==> config.mk <==
export PLATFORM = sky130hd
export DESIGN_NAME = multicycle_ctrl
export DESIGN_NICKNAME = d
export VERILOG_FILES = /design/src/rtl/multicycle_ctrl.sv
export SDC_FILE = /design/constraint.sdc
export NUM_CORES = 1
export LEC_CHECK = 0
export ABC_AREA = 1
export BUFFER_PORTS_ARGS = -buffer_cell sky130_fd_sc_hd__buf_2
export CAP_MARGIN = 15
export CORE_MARGIN = 5
export CORE_UTILIZATION = 35
export DETAILED_ROUTE_END_ITERATION = 12
export HOLD_SLACK_MARGIN = 0.12
export MAX_ROUTING_LAYER = met4
export SYNTH_ARGS = -nofsm -noshare
export SYNTH_HDL_FRONTEND = slang
export SYNTH_SLANG_ARGS = --single-unit
==> constraint.sdc <==
create_clock -name clk -period 1.6 [get_ports clk]
set_input_delay 0 -clock clk [delete_from_list [all_inputs] [get_ports clk]]
set_output_delay 0 -clock clk [all_outputs]
set_load 0.01 [all_outputs]
==> src/rtl/multicycle_ctrl.sv <==
// multicycle_ctrl: RV32I multi-cycle control FSM over a shared memory port.
// Define MULTICYCLE_CTRL_TRAP_EN to halt in TRAP on illegal instructions.
module multicycle_ctrl (
  input  logic        clk,
  input  logic        reset,
  input  logic [31:0] instr,
  input  logic        mem_ready,
  output logic        mem_req,
  output logic        mem_we,
  output logic        ir_we,
  output logic        pc_we,
  output logic        reg_we,
  output logic        alu_src_imm,
  output logic [1:0]  imm_sel,
  output logic [3:0]  alu_ctrl,
  output logic        trap,
  output logic [2:0]  state,
  output logic [31:0] instr_count
);

  typedef enum logic [2:0] {
    S_FETCH  = 3'd0,
    S_DECODE = 3'd1,
    S_EXEC   = 3'd2,
    S_MEM    = 3'd3,
    S_WB     = 3'd4,
    S_TRAP   = 3'd5
  } state_t;

  localparam logic [3:0] A_ADD  = 4'd0;
  localparam logic [3:0] A_SUB  = 4'd1;
  localparam logic [3:0] A_AND  = 4'd2;
  localparam logic [3:0] A_OR   = 4'd3;
  localparam logic [3:0] A_XOR  = 4'd4;
  localparam logic [3:0] A_SLT  = 4'd5;
  localparam logic [3:0] A_SLL  = 4'd6;
  localparam logic [3:0] A_SRL  = 4'd7;
  localparam logic [3:0] A_SRA  = 4'd8;
  localparam logic [3:0] A_SLTU = 4'd9;
  localparam logic [3:0] A_PASB = 4'd10;

  state_t      cur;
  state_t      nxt;
  logic [31:0] cnt;
  logic        retire;

  logic [6:0]  opc;
  logic [2:0]  f3;
  logic [6:0]  f7;
  logic [4:0]  rd;
  logic        unused_rs;

  assign opc       = instr[6:0];
  assign f3        = instr[14:12];
  assign f7        = instr[31:25];
  assign rd        = instr[11:7];
  assign unused_rs = ^instr[24:15];

  logic is_op, is_opi, is_ld, is_st, is_lui;
  logic op_ok, legal;

  assign is_op  = (opc == 7'b0110011);
  assign is_opi = (opc == 7'b0010011);
  assign is_ld  = (opc == 7'b0000011);
  assign is_st  = (opc == 7'b0100011);
  assign is_lui = (opc == 7'b0110111);

  assign op_ok = (f7 == 7'b0000000) ||
                 ((f7 == 7'b0100000) &&
                  ((f3 == 3'b000) || (f3 == 3'b101)));

  assign legal = (is_op && op_ok) || is_opi ||
                 is_ld || is_st || is_lui;

  logic [3:0] alu_base;
  logic [3:0] d_alu;
  logic       d_src;
  logic [1:0] d_isel;

  always_comb begin
    alu_base = A_ADD;
    unique case (f3)
      3'b000: alu_base = A_ADD;
      3'b001: alu_base = A_SLL;
      3'b010: alu_base = A_SLT;
      3'b011: alu_base = A_SLTU;
      3'b100: alu_base = A_XOR;
      3'b101: alu_base = A_SRL;
      3'b110: alu_base = A_OR;
      3'b111: alu_base = A_AND;
    endcase
  end

  // instr[30] is only an opcode modifier for SUB/SRA/SRAI
  always_comb begin
    d_alu  = A_ADD;
    d_src  = 1'b0;
    d_isel = 2'd0;
    unique case (1'b1)
      is_op: begin
        if (instr[30] && f3 == 3'b000)
          d_alu = A_SUB;
        else if (instr[30] && f3 == 3'b101)
          d_alu = A_SRA;
        else
          d_alu = alu_base;
      end
      is_opi: begin
        d_src = 1'b1;
        if (instr[30] && f3 == 3'b101)
          d_alu = A_SRA;
        else
          d_alu = alu_base;
      end
      is_ld: d_src = 1'b1;
      is_st: begin
        d_src  = 1'b1;
        d_isel = 2'd1;
      end
      is_lui: begin
        d_src  = 1'b1;
        d_isel = 2'd2;
        d_alu  = A_PASB;
      end
      default: ;
    endcase
  end

  always_ff @(posedge clk) begin
    if (reset) begin
      cur <= S_FETCH;
      cnt <= '0;
    end else begin
      cur <= nxt;
      if (retire)
        cnt <= cnt + 32'd1;
    end
  end

  logic       c_req, c_we, c_irwe, c_pcwe;
  logic       c_rwe, c_trap, dp_en;

  always_comb begin
    nxt    = cur;
    retire = 1'b0;
    c_req  = 1'b0;
    c_we   = 1'b0;
    c_irwe = 1'b0;
    c_pcwe = 1'b0;
    c_rwe  = 1'b0;
    c_trap = 1'b0;
    dp_en  = 1'b0;
    unique case (cur)
      S_FETCH: begin
        c_req = 1'b1;
        if (mem_ready) begin
          c_irwe = 1'b1;
          c_pcwe = 1'b1;
          nxt    = S_DECODE;
        end
      end
      S_DECODE: begin
        if (legal)
          nxt = S_EXEC;
        else
`ifdef MULTICYCLE_CTRL_TRAP_EN
          nxt = S_TRAP;
`else
          nxt = S_FETCH;
`endif
      end
      S_EXEC: begin
        dp_en = 1'b1;
        nxt   = (is_ld || is_st) ? S_MEM : S_WB;
      end
      S_MEM: begin
        dp_en = 1'b1;
        c_req = 1'b1;
        c_we  = is_st;
        if (mem_ready) begin
          retire = is_st;
          nxt    = is_st ? S_FETCH : S_WB;
        end
      end
      S_WB: begin
        dp_en  = 1'b1;
        c_rwe  = (rd != 5'd0);
        retire = 1'b1;
        nxt    = S_FETCH;
      end
      S_TRAP: begin
`ifdef MULTICYCLE_CTRL_TRAP_EN
        c_trap = 1'b1;
        nxt    = S_TRAP;
`else
        nxt    = S_FETCH;
`endif
      end
      default: nxt = S_FETCH;
    endcase
  end

  // reset masks every output combinationally, so an access drops at once
  assign mem_req     = !reset && c_req;
  assign mem_we      = !reset && c_we;
  assign ir_we       = !reset && c_irwe;
  assign pc_we       = !reset && c_pcwe;
  assign reg_we      = !reset && c_rwe;
  assign trap        = !reset && c_trap;
  assign alu_src_imm = !reset && dp_en && d_src;
  assign imm_sel     = (!reset && dp_en) ? d_isel : 2'd0;
  assign alu_ctrl    = (!reset && dp_en) ? d_alu : 4'd0;
  assign state       = reset ? 3'd0 : cur;
  assign instr_count = reset ? 32'd0 : cnt;

endmodule

Word level (Yosys, flattened, before mapping) --
Memories as Yosys holds them, arrays and structs flattened. Index checks and enable logic that the tools add are counted.
Storage, ports and cells: flip-flop bits (word level) 35, bits in read-only memories 32, output and inout bits 48, memories 1
Operators by class: equal/unequal tests 13, add/subtract/negate cells 1, reduce and logical (&&, ||, !) cells 26, muxes and demuxes 23
Memory list:
- (no name shown) | words 8, bits a word 4, read ports 1, clocked after Yosys merged registers in 0, wr ports 0, line 82 | unique case (f3)
Operator list (number):
- adder 32 x 1 -> 32 bit, second input constant | 1
- 2-to-1 mux 32 bit | 1
- equality test 7 x 6 -> 1 bit, second input constant | 4
- 2-to-1 mux 3 bit | 5
- 2-to-1 mux 4 bit | 3
- one-hot mux 3 bit (4 select lines) | 1
- one-hot mux 4 bit (3 select lines) | 1
- logical AND 1 bit | 10
- 2-to-1 mux 1 bit | 8
- equality test 7 x 2 -> 1 bit, second input constant | 1
- equality test 7 x 5 -> 1 bit, second input constant | 1
- logical NOT 7 bit | 1
- logical OR 1 bit | 7
- equality test 3 x 2 -> 1 bit, second input constant | 2
- equality test 3 bit, second input constant | 2
- logical NOT 3 bit | 2
- nonzero test 5 bit | 1
- 2-to-1 mux 2 bit | 2
- != test 2 bit, second input constant | 2
- one-hot mux 2 bit (2 select lines) | 1
- OR reduction 4 bit | 1
- equality test 3 x 1 -> 1 bit, second input constant | 1
- OR reduction 3 bit | 1
- one-hot mux 1 bit (2 select lines) | 1
- 3 further kinds | 3

Depth between registers and ports, before layout --
word-level depth 11, mapped depth 11, mapped depth without buffers 11

Worst setup path after synthesis --
Ideal clock, no wire load.
path kind register to register, start register cnt[0], end register cnt[22], setup slack 129 ps, required time 1485 ps, cell stages (with the launch flop) 9, arrival 1356 ps, library setup time 115 ps, path through dfxtp_1 > ha_1 > nand3_1 > nor2_1 > nand2_1 > nor3b_1 > nand3_1 > nand2_1 > nor2_1
On the way: cells in the longest elaborated chain, start to end 1
RTL lines:
- from (decl) | line 44 | logic [31:0] cnt;
- from (signal assigned) | line 136 | cnt <= cnt + 32'd1;
- adder 32 x 1 -> 32 bit | line 136
Every way passes these cells. A chain may end at the register's enable or synchronous reset.

Worst setup path in the final report --
start register cur[2], end output alu_ctrl[1]
On the way: cells in the longest elaborated chain, start to end 5, elaborated cells between the ends (all ways) 7, those cells by class eq/ne (3); mux (2); reduce/logical (2)
RTL lines:
- from (decl) | line 42 | state_t cur;
- from (signal assigned) | line 134 | cur <= nxt;
- equality test 3 x 2 -> 1 bit or equality test 3 bit (tied branches) | line 153 | unique case (cur)
- OR reduction 3 bit (no source line) *
- 2-to-1 mux 1 bit * | line 153
- logical AND 1 bit * | line 212 | assign alu_ctrl = (!reset && dp_en) ? d_alu : 4'd0;
- 2-to-1 mux 4 bit * | line 212
- to (decl) | line 15 | output logic [3:0] alu_ctrl,
Mark *: on every way between the ends. The rest lies on a longest branch, timed or not.

==> flow_metrics.env <==
export IMPL_status="completed"
export IMPL_path_max_fanout=4
export IMPL_antenna_cells=0
export IMPL_syn_avg_cell_area_um2=5.608
export IMPL_tightestPinTransition_ns=0.6003
export IMPL_grt_setup_unrepaired="true"
export IMPL_drv_slew=0
export IMPL_crit_slowest_cell="dfxtp_4"
export IMPL_r2r_cells=8
export IMPL_syn_nets=535
export IMPL_post_route_period_util_pct=93.00
export IMPL_drtIter0Drc=136
export IMPL_fin_ws_ns=0.1120
export IMPL_ant_nets=0
export IMPL_syn_area_um2=2781
export IMPL_track_usage_pct=15.17
export IMPL_overflow=0
export IMPL_setup_viol=0
export IMPL_dp_cells=673
export IMPL_static_leakage_power_nw=1.501
export IMPL_maxSlewHeadroom_pct=59.93
export IMPL_place_gp_congestion=0.9240
export IMPL_antenna_found_initial=0
export IMPL_wl_per_cell_um=10.95
export IMPL_rr_startpoint="cur[0]$_SDFFE_PP0P_"
export IMPL_htree_levels=2
export IMPL_critPathMaxStageDelay_ns=0.38
export IMPL_clk_latency_ns=0.28
export IMPL_synth_seq_area_share_pct=25.19
export IMPL_ios=83
export IMPL_drc=0
export IMPL_arrival_ns=1.49
export IMPL_fmax_mhz=672.0
export IMPL_die_h_um=99.15
export IMPL_port_buffers=71
export IMPL_synth_top_cell_area_share_pct=25.19
export IMPL_yosysWarnings=0
export IMPL_fin_crit_ns=1.488
export IMPL_coreArea_um2=7727
export IMPL_fin_cells=682
export IMPL_start_kind="flip-flop"
export IMPL_cts_root_buffer="clkbuf_8"
export IMPL_start_util_pct=35.99
export IMPL_synth_most_common_cell="nand2_1"
export IMPL_power_density_nw_per_um2=464.0
export IMPL_drive_gt1_share_pct=23.97
export IMPL_hp_class="input pin to flip-flop"
export IMPL_worstSetupStartpoint="cur[2]$_SDFFE_PP0P_"
export IMPL_cts_sinks=35
export IMPL_synth_edf_count=0
export IMPL_grt_pass1_wl_um=12210
export IMPL_worst_clock_skew_ns=0.006400
export IMPL_grt_pass1_vias=2835
export IMPL_vias=3129
export IMPL_reg2reg_to="cnt[23]$_SDFFE_PP0P_"
export IMPL_rows=32
export IMPL_power_mw=1.617
export IMPL_vias_per_cell=4.588
export IMPL_syn_inst=496
export IMPL_cts_tree="yes"
export IMPL_final_nets=620
export IMPL_path_clk_slew_ns=0.07
export IMPL_cp_data_required_time_ns=1.60
export IMPL_end_kind="primary output"
export IMPL_synthArstFlopShare_pct=0
export IMPL_synthFlopType="dfxtp_1"
export IMPL_hold_viol=0
export IMPL_cp_num_buf_inv=5
export IMPL_critical_path_class="flip-flop to primary output"
export IMPL_cts_buffer_depth=2
export IMPL_cts_buffers=5
export IMPL_dieArea_um2=9830
export IMPL_maxCapViolCount=0
export IMPL_finalWirelength_um=7466
export IMPL_crit_chain="inv_4, nor2_4, nand2_1, o31ai_1, buf_4, inv_2, nor2_4, inv_2, nand2_1, buf_2"
export IMPL_die_w_um=99.15
export IMPL_reg2reg_slack_ns=0.12
export IMPL_synth_area_leader_cell="dfxtp_1"
export IMPL_areaGrowthSynthToFinish_pct=25.28
export IMPL_synth_seq_cells=35
export IMPL_dp_slack_ns=0.02350
export IMPL_peakVddDrop_mv=0.2517
export IMPL_synth_cell_types=34
export IMPL_crit_cells=10
export IMPL_critPathCapture="alu_ctrl[1]"
export IMPL_critical_path_top_delay_family="buffers and inverters"
export IMPL_synth_commonest_cells="nand2_1, nor2_1, inv_1, dfxtp_1, nand3_1"
export IMPL_grt_max_degree=28
export IMPL_synthTopCellsByArea="dfxtp_1, nand2_1, nor2_1"
export IMPL_dp_hpwl_um=5915
export IMPL_firstDrtPassIters=4
worst min-delay path by stage:
stage	startpoint	endpoint	slack, ns	depth (start not counted)
finish	reset	cur[2]$_SDFFE_PP0P_	0.25	3
detailed placement	reset	mem_req	0.36	3
CTS	reset	cur[2]$_SDFFE_PP0P_	0.24	3
global route	reset	cur[2]$_SDFFE_PP0P_	0.30	3
global placement	reset	mem_req	0.35	3
floorplan	reset	state[2]	0.06	1
routing by layer:
layer | part of all wire [%] | global-route usage [%] | wire, um
met5 | 0 | - | 0
met3 | 5.0 | 3.015 | 372
met1 | 48 | 19.80 | 3554
met2 | 46 | 24.17 | 3446
met4 | 1.2 | 3.676 | 93
cell type report:
class,instances,area (um2)
clock buffers,6,72.57
multi-input cells,381,1779
fillers,838,4243
repair buffers,93,548.0
inverters,65,246.5
flip-flops and latches,35,710.7
well taps,102,127.6
stage by stage:
stage	cell area (um2)	TNS, ns	hold WS (ns)	utilization [%]
after floorplan	2781	0	0.06215	-
after global placement	3291	0	0.3522	42.58
after detailed placement	3291	0	0.3552	42.58
after CTS	3387	0	0.2374	43.83
after global routing	3485	-0.006224	0.2961	45.09
final	3485	0	0.2528	45.09
cell usage in the layout (no fill, tap or decap), types with 2 or more instances in the layout:
cell,count
a21oi_2,5
a21oi_1,28
ha_1,4
buf_12,2
inv_1,58
nor2_2,7
nand2_1,148
dfxtp_2,2
nand3_1,32
nor2_1,109
o21ai_0,8
buf_4,19
o21ai_2,2
buf_2,71
inv_2,6
xor2_1,7
nor2_4,5
nor3_2,3
dfxtp_4,2
nand4_1,4
clkbuf_8,5
nand2_2,3
nor3_1,3
dfxtp_1,31
tightest hold or removal path: stages:
cell    delay, ns
buf_2        0.16
buf_4        0.23
nor2_1       0.11
cell families after synthesis:
logic type | after synthesis | synth area share, %
compound gates | 46 | 9.402
xor+xnor | 7 | 2.204
fa+ha+maj | 4 | 1.799
buf+inv | 80 | 13.85
flops | 35 | 25.19
other cells | 1 | 0.1348
simple gates | 323 | 47.41
what timing repair did:
item,4_1_cts,5_1_grt
endpoints found under the hold margin,2,0
setup buffers,1,1
hold buffers,1,0
pin swaps,0,4
resized for setup,3,32
endpoints found under the setup margin,4,23
flip-flops by register name, indices dropped and copies added, names as in the netlist:
name and flops:
cnt 32, cur 3
where the power goes:
part / switching, mW / leakage (nW) / total (mW) / internal, mW
logic: 0.0921 / 1.18 / 0.147 / 0.0548
clock network: 0.307 / 0.0371 / 0.598 / 0.290
registers: 0.00254 / 0.285 / 0.872 / 0.870
total: 0.402 / 1.50 / 1.62 / 1.21
(Power assumes the default switching activity.)
